<file path="src/rtl/hdmi_packet_scheduler.sv">
// Frames HDMI data islands (preamble, guards, 32-cycle packets) in blanking; round-robin grants to NUM_SRC sources.
// Ack is combinational on the last lead-guard/packet cycle, framing decodes registered state; SCHED_PRIO0_EN gives source 0 priority.
module hdmi_packet_scheduler #(
    parameter int NUM_SRC     = 4,
    parameter int MAX_PACKETS = 18,
    parameter int CTRL_GAP    = 12,
    parameter int TAIL_MARGIN = 12
) (
    input  logic                     clk_pixel,
    input  logic                     reset,
    input  logic                     blank,
    input  logic [11:0]              blank_remaining,
    input  logic [NUM_SRC-1:0]       req,
    input  logic [24*NUM_SRC-1:0]    src_header,
    input  logic [224*NUM_SRC-1:0]   src_sub,
    output logic [NUM_SRC-1:0]       ack,
    output logic [23:0]              header,
    output logic [223:0]             sub,
    output logic                     data_island_period,
    output logic                     di_preamble,
    output logic                     di_guard,
    output logic [4:0]               pkt_in_island
);

    localparam int PTR_W = (NUM_SRC > 1) ? $clog2(NUM_SRC) : 1;
    localparam logic [11:0] FIRST_NEED = 12'(8 + 2 + 32 + 2 + TAIL_MARGIN);
    localparam logic [11:0] NEXT_NEED  = 12'(32 + 2 + TAIL_MARGIN);
    localparam logic [11:0] GAP_LAST   = 12'(CTRL_GAP - 1);
    localparam logic [4:0]  MAX_PKT    = 5'(MAX_PACKETS);
    localparam logic [PTR_W-1:0] LAST_IDX = PTR_W'(NUM_SRC - 1);

    typedef enum logic [2:0] {
        S_IDLE,
        S_GAP,
        S_PREAMBLE,
        S_LEAD_GUARD,
        S_PACKET,
        S_TRAIL_GUARD
    } state_t;

    state_t            state, state_nxt;
    logic [4:0]        phase, phase_nxt;
    logic [11:0]       gap_cnt, gap_cnt_nxt;
    logic [PTR_W-1:0]  rr_ptr;
    logic              island_done;
    logic [PTR_W-1:0]  win_idx;
    logic              win_vld;
    logic              grant_slot;
    logic              more_ok;
    logic              grant;
    logic              island_go;

    logic [23:0]       hdr_arr [NUM_SRC];
    logic [223:0]      sub_arr [NUM_SRC];

    for (genvar i = 0; i < NUM_SRC; i++) begin : g_unpack
        assign hdr_arr[i] = src_header[24*i +: 24];
        assign sub_arr[i] = src_sub[224*i +: 224];
    end

    // Winner search starts at rr_ptr; with priority, source 0 bypasses the rotation.
    always_comb begin
        logic [PTR_W-1:0] cidx;
        int               start;
        int               cand;
        win_vld = 1'b0;
        win_idx = '0;
        cidx    = '0;
        cand    = 0;
        start   = int'(rr_ptr);
`ifdef SCHED_PRIO0_EN
        if (start == 0) start = 1;
        if (req[0]) begin
            win_vld = 1'b1;
        end else begin
            for (int j = 0; j < NUM_SRC - 1; j++) begin
                cand = 1 + ((start - 1 + j) % (NUM_SRC - 1));
                cidx = PTR_W'(cand);
                if (!win_vld && req[cidx]) begin
                    win_vld = 1'b1;
                    win_idx = cidx;
                end
            end
        end
`else
        for (int j = 0; j < NUM_SRC; j++) begin
            cand = (start + j) % NUM_SRC;
            cidx = PTR_W'(cand);
            if (!win_vld && req[cidx]) begin
                win_vld = 1'b1;
                win_idx = cidx;
            end
        end
`endif
    end

    assign grant_slot = ((state == S_LEAD_GUARD) && (phase == 5'd1)) ||
                        ((state == S_PACKET) && (phase == 5'd31));
    assign more_ok    = (state == S_LEAD_GUARD) ||
                        ((pkt_in_island < MAX_PKT) && (blank_remaining >= NEXT_NEED));
    assign grant      = grant_slot && more_ok && win_vld && blank && !reset;

    // gap_cnt counts control cycles already elapsed, so this is the CTRL_GAP-th one.
    assign island_go  = (gap_cnt == GAP_LAST) && (|req) && !island_done &&
                        (blank_remaining >= FIRST_NEED);

    always_comb begin
        ack = '0;
        for (int i = 0; i < NUM_SRC; i++)
            ack[i] = grant && (win_idx == PTR_W'(i));
    end

    always_comb begin
        state_nxt   = state;
        phase_nxt   = phase;
        gap_cnt_nxt = gap_cnt;
        if (!blank) begin
            state_nxt   = S_IDLE;
            phase_nxt   = '0;
            gap_cnt_nxt = '0;
        end else begin
            case (state)
                S_IDLE: begin
                    if (!island_done) begin
                        state_nxt   = S_GAP;
                        gap_cnt_nxt = 12'd1;
                    end
                    phase_nxt = '0;
                end
                S_GAP: begin
                    if (island_go) begin
                        state_nxt = S_PREAMBLE;
                        phase_nxt = '0;
                    end else if (gap_cnt != 12'hFFF) begin
                        gap_cnt_nxt = gap_cnt + 12'd1;
                    end
                end
                S_PREAMBLE: begin
                    if (phase == 5'd7) begin
                        state_nxt = S_LEAD_GUARD;
                        phase_nxt = '0;
                    end else begin
                        phase_nxt = phase + 5'd1;
                    end
                end
                S_LEAD_GUARD, S_PACKET: begin
                    if (grant_slot) begin
                        state_nxt = grant ? S_PACKET : S_TRAIL_GUARD;
                        phase_nxt = '0;
                    end else begin
                        phase_nxt = phase + 5'd1;
                    end
                end
                S_TRAIL_GUARD: begin
                    if (phase == 5'd1) begin
                        state_nxt = S_IDLE;
                        phase_nxt = '0;
                    end else begin
                        phase_nxt = phase + 5'd1;
                    end
                end
                default: begin
                    state_nxt = S_IDLE;
                    phase_nxt = '0;
                end
            endcase
        end
    end

    always_ff @(posedge clk_pixel) begin
        if (reset) begin
            state         <= S_IDLE;
            phase         <= '0;
            gap_cnt       <= '0;
            rr_ptr        <= '0;
            island_done   <= 1'b0;
            header        <= '0;
            sub           <= '0;
            pkt_in_island <= '0;
        end else begin
            state   <= state_nxt;
            phase   <= phase_nxt;
            gap_cnt <= gap_cnt_nxt;
            if (!blank) begin
                island_done   <= 1'b0;
                header        <= '0;
                sub           <= '0;
                pkt_in_island <= '0;
            end else begin
                if ((state == S_GAP) && island_go) begin
                    island_done   <= 1'b1;
                    pkt_in_island <= '0;
                end
                if (grant) begin
                    header        <= hdr_arr[win_idx];
                    sub           <= sub_arr[win_idx];
                    pkt_in_island <= pkt_in_island + 5'd1;
                    rr_ptr        <= (win_idx == LAST_IDX) ? '0 : win_idx + PTR_W'(1);
                end
            end
        end
    end

    assign di_preamble        = (state == S_PREAMBLE);
    assign di_guard           = (state == S_LEAD_GUARD) || (state == S_TRAIL_GUARD);
    assign data_island_period = (state == S_PACKET);

endmodule

</file>
<file path="config.mk">
export PLATFORM = sky130hd
export DESIGN_NAME = hdmi_packet_scheduler
export DESIGN_NICKNAME = d
export VERILOG_FILES = /design/src/rtl/hdmi_packet_scheduler.sv
export SDC_FILE = /design/constraint.sdc
export NUM_CORES = 1
export LEC_CHECK = 0
export BUFFER_PORTS_ARGS = -buffer_cell sky130_fd_sc_hd__buf_2
export CELL_PAD_IN_SITES_DETAIL_PLACEMENT = 1
export CELL_PAD_IN_SITES_GLOBAL_PLACEMENT = 1
export CORE_AREA = 2 2 497 499
export DETAILED_ROUTE_END_ITERATION = 10
export DIE_AREA = 0 0 499 501
export GPL_TIMING_DRIVEN = 0
export PLACE_DENSITY = 0.3
export SLEW_MARGIN = 0
export SYNTH_ARGS = -nofsm -noshare
export SYNTH_HDL_FRONTEND = slang
export SYNTH_SLANG_ARGS = --single-unit
</file>
<file path="constraint.sdc">
create_clock -name clk_pixel -period 2.95 [get_ports clk_pixel]
set_input_delay 0.4425 -clock clk_pixel [delete_from_list [all_inputs] [get_ports clk_pixel]]
set_output_delay 0.4425 -clock clk_pixel [all_outputs]
set_load 0.05 [all_outputs]
</file>
==> flow_summary.yaml, run 1 <==
critical_path:
  cp_max_fo: 8
  critPathSlowestCell: "or3_4"
  crit_arrival_ns: 2.80
  slowest_delay_ns: 0.42
  path_delay_family: "simple AND/OR/NAND/NOR gates"
  crit_required_ns: 2.51
  path_buf_inv: 2
  crit_type: "reg -> out"
  worstSetupEndpointType: "primary output"
  crit_top_cell: "ha_4"
  crit_chain: "ha_4 -> and3_4 -> ha_4 -> nand3b_1 -> a2bb2oi_2 -> or3_4 -> nor2_4 -> buf_12 -> and2_4 -> buf_8"
  r2r_slack_ns: 0.08
  setup.worst_path.start_class: "flop"
timing:
  finClkSkew_ns: 0.0363
  fin_crit_sh_pct: 110
  maxSlewHeadroom_pct: 34.9
  period_minus_slack_ns: 3.24
  tns_ns: -1.13
  timing.fmax_mhz: 309
  worst_slew_pin_slew_ns: 0.976
  hold_viol_final: 0
  hold_ws_ns: 0.139
  final_max_slew_viol_count: 0
  finalSetupViolCount: 4
  rsz0062_at_grt: "true"
  worst_slack_ns: -0.290
cells_and_area:
  seq_area_um2: 5540
  multiInputGateArea_um2: 9880
  layout_commonest_cell: "buf_2"
  layout_common_cells: "buf_2, nand2_1, nand3_1"
  layout-drive-gt1-share_pct: 40.0
  final_cells: 7087
  syn_to_final_growth_pct: 79.3
  finalInstanceArea_um2: 29200
  nNetsFinal: 4763
  nFillCells: 29800
drt:
  vias_per_cell: 3.48
  routed_wl_um: 201000
  via_count: 24700
  wire_per_inst_um: 28.3
  drt_iter0_markers: 1461
  drtPass1Iterations: 5
  detail-route-antenna-nets: 0
  drcViolationCount: 0
power_and_ir_drop:
  p_leak_nw: 13.3
  p_total_w: 0.0127
  p_per_area_nw_per_um2: 435
  ir_drop_uv: 434
floorplan:
  core_area_um2: 245000
  die_h_um: 501
  die_area_um2: 250000
  ioPinCount: 1271
  die_w_um: 499
  rows: 182
  start_util_pct: 6.65
logic_synthesis:
  synth_ff_type: "dfxtp_1"
  syn_area_um2: 16300
  async_flop_share_pct: 0
  synth.avg_cell_area_um2: 6.74
  synth_edf_count: 0
  syn-num-nets: 3435
  syn-instance-count: 2415
  ys_ff_latch: 276
  ys_warn_count: 0
  yosysSeqAreaShare_pct: 34.0
  ys_types: 50
placed_design:
  gp_congestion: 0.864
  place_area_um2: 26700
  dp.cells: 6907
  portBuffers: 1269
  hpwl_um: 173000
grt:
  grt-ovfl-total: 0
  grt_pass1_wl_um: 256000
  antenna_found_initial: 187
  grt_pass1_vias: 25900
  grt_max_degree: 19
  grt_use_total_pct: 15.4
clock_tree:
  clk_latency_ns: 0.67
  cts_sinks: 276
  clkTransAtPathRegs_ns: 0.06
  cts_tree: "built"
  cts_max_path_buffers: 3
  root_buffer: "clkbuf_16"
  numCtsBuffers: 50
  cts-htree-levels: 2
flow_run:
  cap_violations: 0
outcome:
  status: "finished, violations left"
  violations: "negative setup slack"
worst_hold_path:
  hp-class: "in -> reg"
## power breakdown
part | switching (W) | internal [W] | total (W)
combinational | 0.00168 | 0.000907 | 0.00258
sequential | 0.00000204 | 0.00373 | 0.00373
clock | 0.00256 | 0.00381 | 0.00637
## synth_stat cells, types with 4 or more instances
library cell | n | area (um^2)
nor2b_1 | 6 | 37.5
a21oi_1 | 17 | 85.1
and3_1 | 6 | 37.5
ha_1 | 9 | 113
and2_1 | 7 | 43.8
nand2_1 | 1001 | 3760
buf_1 | 13 | 48.8
nor4_1 | 6 | 37.5
clkbuf_1 | 153 | 574
dfxtp_1 | 276 | 5530
buf_2 | 62 | 310
mux2i_1 | 5 | 50.1
nor2_1 | 16 | 60.1
a32o_1 | 248 | 2480
o21ai_0 | 12 | 60.1
nand3_1 | 508 | 2540
a211oi_1 | 4 | 30.0
or3_1 | 12 | 75.1
inv_1 | 9 | 33.8
## layer usage
metal  share of wire (%)  global-route usage (%)  routed length, um
met2                  48                    26.5              95400
met5                0.48                   0.617                965
met4                 3.4                    4.70               6820
met1                  39                    16.8              77700
met3                 9.9                    6.73              19800
## registers in the layout, summed over array words and instances, names as in the netlist
signal and flops:
island_done 1, rr_ptr 2, pkt_in_island 5, header 24
sub 224, state 3, phase 5, gap_cnt 12
## logic make-up after synthesis
| logic type | Yosys count | share of synthesized area (%) |
|---|---|---|
| flip-flops | 276 | 34.0 |
| XOR/XNOR | 1 | 0.0539 |
| buffers and inverters | 239 | 6.00 |
| AO/OA/AOI/OAI | 303 | 17.5 |
| multiplexers | 5 | 0.308 |
| AND/OR/NAND/NOR | 1582 | 41.5 |
| adder cells (fa/ha/maj) | 9 | 0.692 |
## area by class of cell
class,instances,area share (%)
clock buffer,72,4.81
timing repair buffer,1281,22.4
clock inverter,19,0.918
antenna,85,0.729
inverter,10,0.172
sequential,276,19.0
multi-input combinational,1900,33.9
tap,3220,13.8
buffer,224,4.29
## worst register-to-register path, cell delays in order (launching register included)
cell and delay (ns):
dfxtp_4 0.39, ha_4 0.15, and3_4 0.19, ha_4 0.13, nand3b_1 0.11, a2bb2oi_2 0.17
buf_4 0.15, nor3_1 0.36, nor2_4 0.15, clkbuf_2 0.16, buf_12 0.15, clkbuf_2 0.38
a32o_1 0.27
## what timing repair did
item,4_1_cts,5_1_grt
setup buffers,7,1
resized for setup,151,35
setup endpoints to repair,266,103
hold buffers,1,0
endpoints found under the hold margin,2,0
pin swaps,7,4
## path summary, 6_finish.rpt
kind                   end         start  cells past startpoint
hold reg to reg   sub[113]      sub[113]                      1
setup / recovery    ack[2]      phase[0]                     10
hold / removal     sub[34]  src_sub[706]                      4
setup reg to reg  sub[196]      phase[0]                     12
## metrics by stage
| step | setup WS, ns | utilization (%) |
|---|---|---|
| 4_1_cts | -0.469 | 11.8 |
| 2_1_floorplan | 0.0288 | - |
| 5_1_grt | -0.426 | 11.9 |
| 3_3_place_gp | -2.96 | 10.9 |
| 6_report | -0.290 | 11.9 |
| 3_5_place_dp | -2.34 | 10.9 |
No activity file was read; power rests on OpenSTA's default activity.
==> run 2, diff against run 1 <==
--- a/config.mk
+++ b/config.mk
@@ -6,7 +6,7 @@
 export NUM_CORES = 1
 export LEC_CHECK = 0
 export BUFFER_PORTS_ARGS = -buffer_cell sky130_fd_sc_hd__buf_2
-export CELL_PAD_IN_SITES_DETAIL_PLACEMENT = 1
+export CELL_PAD_IN_SITES_DETAIL_PLACEMENT = 0
 export CELL_PAD_IN_SITES_GLOBAL_PLACEMENT = 1
 export CORE_AREA = 2 2 497 499
 export DETAILED_ROUTE_END_ITERATION = 10
==> run 2 against run 1 <==
The run still ends with negative setup slack left; non-clock buffer count rose by 5; cell area barely moved; clock-buffer cell count rose by 4; critical path type unchanged; largest cell class unchanged.
==> flow_summary.yaml, run 2 (synthesized netlist as in run 1, its figures left out) <==
placed_design:
  portBuffers: 1269
  hpwl_um: 172000
  gp_congestion: 0.864
grt:
  grt-ovfl-total: 0
  antenna_found_initial: 182
  grt_use_total_pct: 15.3
  grt_pass1_vias: 25100
  grt_max_degree: 20
  grt_pass1_wl_um: 254000
critical_path:
  endpoint: "ack[3]"
  cp_max_fo: 8
  slowest_delay_ns: 0.42
  rr_startpoint: "phase[0]"
  r2r_end: "header[9]"
  crit_type: "reg -> out"
  crit_required_ns: 2.51
  rr_worst_depth: 12
  crit_chain: "ha_4 -> and3_4 -> ha_4 -> nand3b_1 -> a2bb2oi_2 -> or3_4 -> nor2_4 -> buf_12 -> and2_4 -> buf_12"
  crit_arrival_ns: 2.77
  critPathSlowestCell: "or3_4"
  worst-path-stages: 10
  worstSetupEndpointType: "primary output"
  startpoint: "phase[0]"
  path_delay_family: "simple AND/OR/NAND/NOR gates"
  setup.worst_path.start_class: "flop"
  path_buf_inv: 2
  r2r_slack_ns: 0
outcome:
  status: "finished, violations left"
  violations: "negative setup slack"
clock_tree:
  root_buffer: "clkbuf_16"
  clkTransAtPathRegs_ns: 0.06
  numCtsBuffers: 49
  cts_sinks: 276
  clk_latency_ns: 0.67
  cts_max_path_buffers: 3
  cts-htree-levels: 2
  cts_tree: "built"
timing:
  rsz0062_at_grt: "true"
  hold_ws_ns: 0.129
  worst_slew_pin_slew_ns: 1.00
  hold_viol_final: 0
  finClkSkew_ns: 0.0319
  timing.fmax_mhz: 311
  worst_slack_ns: -0.265
  fin_crit_sh_pct: 109
  period_minus_slack_ns: 3.22
  maxSlewHeadroom_pct: 33.3
  final_max_slew_viol_count: 0
  finalSetupViolCount: 4
cells_and_area:
  syn_to_final_growth_pct: 79.4
  layout_commonest_cell: "buf_2"
  layout_common_cells: "buf_2, nand2_1, nand3_1"
  top_regs: "sub x224, header x24, gap_cnt x12"
  largest_reg_flops: 224
  nNetsFinal: 4767
  layout-drive-gt1-share_pct: 40.1
  top_register: "sub"
drt:
  drtPass1Iterations: 5
  routed_wl_um: 199000
  drt_iter0_markers: 1621
  via_count: 24400
  drcViolationCount: 0
  wire_per_inst_um: 28.2
  detail-route-antenna-nets: 0
  vias_per_cell: 3.46
floorplan:
  core_area_um2: 245000
  die_w_um: 499
  start_util_pct: 6.65
  die_h_um: 501
  die_area_um2: 250000
  rows: 182
  ioPinCount: 1271
power_and_ir_drop:
  p_per_area_nw_per_um2: 433
  p_leak_nw: 13.4
  ir_drop_uv: 380
  p_total_w: 0.0126
flow_run:
  cap_violations: 0
worst_hold_path:
  hp-class: "in -> reg"
-- run 2: metal layers --
layer / up-vias / wire, um / track usage (%)
li1: 11300 / - / -
met1: 11500 / 78800 / 17.2
met2: 1200 / 97500 / 27.1
met3: 324 / 17700 / 5.90
met4: 128 / 4560 / 3.09
met5: - / 805 / 0
-- run 2: report_power, final --
| part | internal (W) | leakage (nW) | total, W | switching [W] |
|---|---|---|---|---|
| clock | 0.00374 | 0.807 | 0.00630 | 0.00256 |
| sequential | 0.00373 | 2.22 | 0.00373 | 0.00000190 |
| combinational | 0.000914 | 10.3 | 0.00259 | 0.00168 |
-- run 2: how the worst min path moves through the flow --
stage	from	end	slack, ns	depth (start not counted)
final	src_sub[417]	sub[193]	0.13	4
after global routing	src_sub[793]	sub[121]	0.09	4
after CTS	src_sub[24]	sub[24]	0.04	4
after detailed placement	header[20]	header[20]	0.45	1
after global placement	header[18]	header[18]	0.45	1
after floorplan	rr_ptr[0]	rr_ptr[0]	0.45	2
-- run 2: area by class of cell --
class                      count  area, um^2
sequential                   276        5530
fill                       29000      216000
clock inverter                10         204
inverter                      10        50.0
tap                         3220        4030
antenna                       69         173
clock buffer                  76        1460
multi-input combinational   1900        9890
timing repair buffer        1285        6580
buffer                       225        1260
-- run 2: repair_timing --
action | in CTS | in global routing
buffers inserted | 7 | 5
endpoints found under the setup margin | 266 | 139
pin swaps | 6 | 5
resized for setup | 145 | 56
hold buffers | 1 | 0
hold endpoints to repair | 2 | 0
-- run 2: per-stage QoR --
stage	setup slack, ns	cells	area (um^2)	utilization [%]	setup TNS (ns)
2_1_floorplan	0.0288	2415	16300	-	0
3_3_place_gp	-2.96	6904	26600	10.9	-610.39
3_5_place_dp	-2.36	6907	26700	10.9	-444.57
4_1_cts	-0.474	6998	28900	11.8	-1.88
5_1_grt	-0.403	7025	29100	11.9	-4.43
6_report	-0.265	7071	29200	11.9	-1.05
-- run 2: worst register-to-register path: cells and delay by family (launching register included) --
kind                       cells  cell delay, ns
and+or+nand+nor                4            0.81
adders and majority gates      2            0.27
buffers and inverters          4            0.91
AOI/OAI and AO/OA              2            0.45
DFF                            1            0.38
